File: src/rtl/piso_frame_tx_if.sv
// rtl/piso_frame_tx_if.sv - parallel load handshake between a word producer and piso_frame_tx
interface piso_frame_tx_if #(
    parameter int WIDTH = 8
);
    logic [WIDTH-1:0] din;
    logic             load_valid;
    logic             load_ready;

    modport master (
        output din,
        output load_valid,
        input  load_ready
    );

    modport slave (
        input  din,
        input  load_valid,
        output load_ready
    );
endinterface

File: src/rtl/piso_frame_tx.sv
// rtl/piso_frame_tx.sv - PISO frame transmitter: start, WIDTH data bits LSB-first, stop
// Optional even-parity bit before stop when PISO_PARITY_EN is defined.
module piso_frame_tx #(
    parameter int WIDTH = 8
) (
    input  logic                 clk,
    input  logic                 inz,
    piso_frame_tx_if.slave       load,
    output logic                 sout,
    output logic                 busy,
    output logic                 done
);
    localparam int CW = $clog2(WIDTH + 1);
    localparam logic [CW-1:0] LAST = CW'(WIDTH - 1);

    typedef enum logic [2:0] {
        IDLE,
        START,
        DATA,
`ifdef PISO_PARITY_EN
        PARITY,
`endif
        STOP
    } state_t;

    state_t           state_q;
    logic [WIDTH-1:0] shift_q;
    logic [CW-1:0]    cnt_q;
    logic             sout_q;
    logic             busy_q;
    logic             done_q;
`ifdef PISO_PARITY_EN
    logic             parity_q;
`endif
    logic             accept;

    assign load.load_ready = (state_q == IDLE) || (state_q == STOP);
    assign accept          = load.load_valid && load.load_ready;

    assign sout = sout_q;
    assign busy = busy_q;
    assign done = done_q;

    // Outputs are registered with the state, so sout always shows the bit of the current state.
    always_ff @(posedge clk) begin
        if (inz) begin
            state_q  <= IDLE;
            shift_q  <= '0;
            cnt_q    <= '0;
            sout_q   <= 1'b1;
            busy_q   <= 1'b0;
            done_q   <= 1'b0;
`ifdef PISO_PARITY_EN
            parity_q <= 1'b0;
`endif
        end else if (accept) begin
            state_q  <= START;
            shift_q  <= load.din;
            sout_q   <= 1'b0;
            busy_q   <= 1'b1;
            done_q   <= 1'b0;
`ifdef PISO_PARITY_EN
            parity_q <= ^load.din;
`endif
        end else begin
            case (state_q)
                IDLE: begin
                    sout_q <= 1'b1;
                    busy_q <= 1'b0;
                    done_q <= 1'b0;
                end
                START: begin
                    state_q <= DATA;
                    cnt_q   <= '0;
                    sout_q  <= shift_q[0];
                    shift_q <= {1'b0, shift_q[WIDTH-1:1]};
                end
                DATA: begin
                    if (cnt_q == LAST) begin
`ifdef PISO_PARITY_EN
                        state_q <= PARITY;
                        sout_q  <= parity_q;
`else
                        state_q <= STOP;
                        sout_q  <= 1'b1;
                        done_q  <= 1'b1;
`endif
                    end else begin
                        sout_q  <= shift_q[0];
                        shift_q <= {1'b0, shift_q[WIDTH-1:1]};
                        cnt_q   <= cnt_q + CW'(1);
                    end
                end
`ifdef PISO_PARITY_EN
                PARITY: begin
                    state_q <= STOP;
                    sout_q  <= 1'b1;
                    done_q  <= 1'b1;
                end
`endif
                STOP: begin
                    state_q <= IDLE;
                    sout_q  <= 1'b1;
                    busy_q  <= 1'b0;
                    done_q  <= 1'b0;
                end
                default: begin
                    state_q <= IDLE;
                    sout_q  <= 1'b1;
                    busy_q  <= 1'b0;
                    done_q  <= 1'b0;
                end
            endcase
        end
    end
endmodule

File: src/flat_wrapper.sv
// flat-port wrapper written by rule: the top's interface ports become plain ports
module piso_frame_tx_flat 
#(
    parameter int WIDTH = 8
)
  (clk, inz, sout, busy, done, load_din, load_load_valid, load_load_ready);
  piso_frame_tx_if #(.WIDTH(WIDTH)) load_i ();
  input  logic clk;
  input  logic inz;
  output logic sout;
  output logic busy;
  output logic done;
  input wire logic [$bits(load_i.din)-1:0] load_din;
  input wire logic [$bits(load_i.load_valid)-1:0] load_load_valid;
  output wire logic [$bits(load_i.load_ready)-1:0] load_load_ready;
  assign load_i.din = load_din;
  assign load_i.load_valid = load_load_valid;
  assign load_load_ready = load_i.load_ready;
  piso_frame_tx #(.WIDTH(WIDTH)) u_core (.clk(clk), .inz(inz), .load(load_i), .sout(sout), .busy(busy), .done(done));
endmodule
File: config.mk
export PLATFORM = sky130hd
export DESIGN_NAME = piso_frame_tx_flat
export DESIGN_NICKNAME = d
export VERILOG_FILES = /design/src/rtl/piso_frame_tx_if.sv /design/src/rtl/piso_frame_tx.sv /design/src/flat_wrapper.sv
export SDC_FILE = /design/constraint.sdc
export NUM_CORES = 1
export LEC_CHECK = 0
export ABC_AREA = 1
export CAP_MARGIN = 40
export CORE_MARGIN = 3
export CORE_UTILIZATION = 45
export DETAILED_ROUTE_END_ITERATION = 7
export DONT_BUFFER_PORTS = 1
export GPL_TIMING_DRIVEN = 0
export HOLD_SLACK_MARGIN = 0.08
export SYNTH_ARGS = -nofsm -noshare
export SYNTH_HDL_FRONTEND = slang
export SYNTH_SLANG_ARGS = --single-unit
File: constraint.sdc
create_clock -name clk -period 4.3 [get_ports clk]
set_input_delay 0.645 -clock clk [delete_from_list [all_inputs] [get_ports clk]]
set_output_delay 0.645 -clock clk [all_outputs]
set_load 0.02 [all_outputs]
==> impl_metrics.csv <==
group,metric,value,unit
power,seqPwrFrac,0.338,
synth,netlist_area,937,um^2
critical_path,critPathCaptureType,"output port",
global_route,antenna_found_initial,0,
sta,tns,0,ns
placement,routabilityCongestion,0.721,
route,drtAntennaViolNets,0,
die,start_util,0.510,
final_layout,fin_cells,161,
sta,whs,0.391,ns
route,totalWireLength,2080,um
synth,synth.net_count,147,
sta,max_slew_margin,0.690,
sta,finalCritPeriodShare,0.490,
critical_path,crit_arrival,1.46,ns
clock_network,cts.sinks,17,
global_route,overflow,0,
die,die_w,51.6,um
sta,slew_viol_final,0,
clock_network,h-tree-depth,1,
clock_network,clkTransAtPathRegs,0.12,ns
global_route,grt_max_degree,11,
route,wl_per_cell,12.9,um
route,avgViaCountPerCell,5.20,
synth,yosys.area.top_type_share,0.363,
clock_network,ctsResizeCount,0,
synth,synth_area_leaders,"dfxtp_1, nand3_1, nand2_1",
sta,fmax,0.474,GHz
synth,yosys_register_bits,17,
placement,dpl.hpwl,1500,um
power,finalPower,0.638,mW
sta,rsz0062_at_grt,"no",
power,sw_frac_of_total,0.446,
global_route,grtUsageTotal,0.186,
route,drtIter0Drc,22,
power,p_per_area,640,nW/um^2
final_layout,antennaDiodeCount,0,
synth,ys_warn_count,0,
clock_network,ctsLongestPathBuffers,2,
die,rows,15,
job,maxCapViolCount,0,
synth,syn_avg_cell_area,7.10,um^2
clock_network,clk_latency,0.30,ns
power,power_frac_comb,0.517,
synth,seq_area_frac_synth,0.363,
sta,tightest_slew,0.465,ns
min_path,hold_path_class,"primary input to flip-flop",
final_layout,seqCellArea,340,um^2
run_status,run_status,"finished, final reports clean",
clock_network,hold_buffers,0,
final_layout,syn_to_final_growth,6.27,%
sta,setup_slack,2.19,ns
final_layout,fillers,205,
global_route,grt_pass1_wl,3640,um
sta,finalHoldViolations,0,
route,dr.pass1.iters,4,
critical_path,start_kind,"flip-flop",
route,num_vias,838,
clock_network,cts_root_buffer,"clkbuf_4",
synth,yosys.area.top_type,"dfxtp_1",
power,p_leak,0.444,nW
synth,ys_types,19,
final_layout,final_cell_mix,"nand2_1, nand3_1, dfxtp_1",
final_layout,drive_gt1_frac,0.110,
clock_network,postCtsSetupBuffers,0,
global_route,grt_pass1_vias,789,
synth,netlist_instances,132,
die,design.core.area,1840,um^2
placement,dpl_worst_slack,2.52,ns
placement,dpl.cell_count,157,
clock_network,tritoncts,"built",
route,drc,0,
die,die_h,51.6,um
power,peakVddDrop,0.366,mV
power,p_int,0.353,mW
placement,io_buffers,0,
power,p_sw,0.285,mW
die,die_area,2670,um^2
critical_path,worstSetupPathType,"flip-flop to output port",
sta,setup_viol,0,
critical_path,required,3.65,ns
sta,layout_min_cycle_time,2.11,ns
sta,fin_skew,0.00918,ns
clock_network,cts_buffers,3,
power,pwr-share-clk,0.144,
die,io_pins,15,
critical_path,critPathMaxFanout,10,
final_layout,final_nets,152,
final_layout,multiInputGateArea,492,um^2
-- cell usage after synthesis --
cell type	number
nand2_1	30
nand3_1	30
dfxtp_1	17
a21oi_1	14
inv_1	10
nor2_1	8
buf_6	4
ha_1	4
buf_2	3
nand4_1	2
o21a_1	2
clkbuf_1	1
inv_2	1
nand2_2	1
nand2_4	1
nand4_2	1
o21ai_0	1
o21bai_1	1
xor2_1	1
-- flip-flops by register name, summed over array words and instances, names as in the netlist --
signal          count
u_core.cnt_q        4
u_core.done         1
u_core.state_q      2
u_core.shift_q      8
u_core.sout         1
u_core.busy         1
-- through the flow --
stage / utilization / cell area [um^2]
2_1_floorplan: - / 937
3_3_place_gp: 0.527 / 968
3_5_place_dp: 0.527 / 968
4_1_cts: 0.541 / 996
5_1_grt: 0.541 / 996
6_report: 0.541 / 996
-- worst paths after layout --
path,from,endpoint,slack [ns],cells past startpoint
max,u_core.state_q[0],load_load_ready,2.19,5
min,inz,u_core.cnt_q[1],0.39,1
max reg2reg,u_core.state_q[0],u_core.shift_q[5],2.67,8
min reg2reg,u_core.shift_q[0],u_core.sout,0.48,2
-- cell families (layout without fill, tap and decap cells) --
family | Yosys count | count (layout) | synth area share
XOR/XNOR | 1 | 1 | 0.00935
AO/OA/AOI/OAI | 18 | 18 | 0.104
AND/OR/NAND/NOR | 73 | 73 | 0.358
buffers and inverters | 19 | 23 | 0.112
flip-flops | 17 | 17 | 0.363
adder cells (fa/ha/maj) | 4 | 4 | 0.0534
-- per-layer routing --
metal  GRT usage  up-vias  part of all wire
li1            -      443                 -
met1       0.254      375              0.48
met2       0.284       16              0.46
met3      0.0372        4             0.041
met4      0.0786        0             0.012
met5           0        -                 0
-- worst max-delay path, cell delays in order (launching register included) --
cell and delay [ns]:
dfxtp_1 0.39, inv_1 0.08, ha_1 0.30, buf_6 0.14, inv_2 0.08, buf_6 0.16
-- power groups by stage --
stage	Clock, mW	Combinational [mW]	Sequential, mW
4_1_cts	0.0928	0.335	0.216
3_5_place_dp	0	0.333	0.220
2_1_floorplan	0	0.272	0.216
5_1_grt	0.0994	0.378	0.219
6_report	0.0921	0.330	0.216
3_3_place_gp	0	0.329	0.219
-- cell type report --
type                            count  share of cell area
Clock buffer                        3              0.0226
Tap cell                           25              0.0314
Sequential cell                    17               0.342
Buffer                              8              0.0641
Inverter                           11              0.0415
Clock inverter                      1             0.00503
Multi-Input combinational cell     96               0.494
Power figures use the tool's default switching activity.
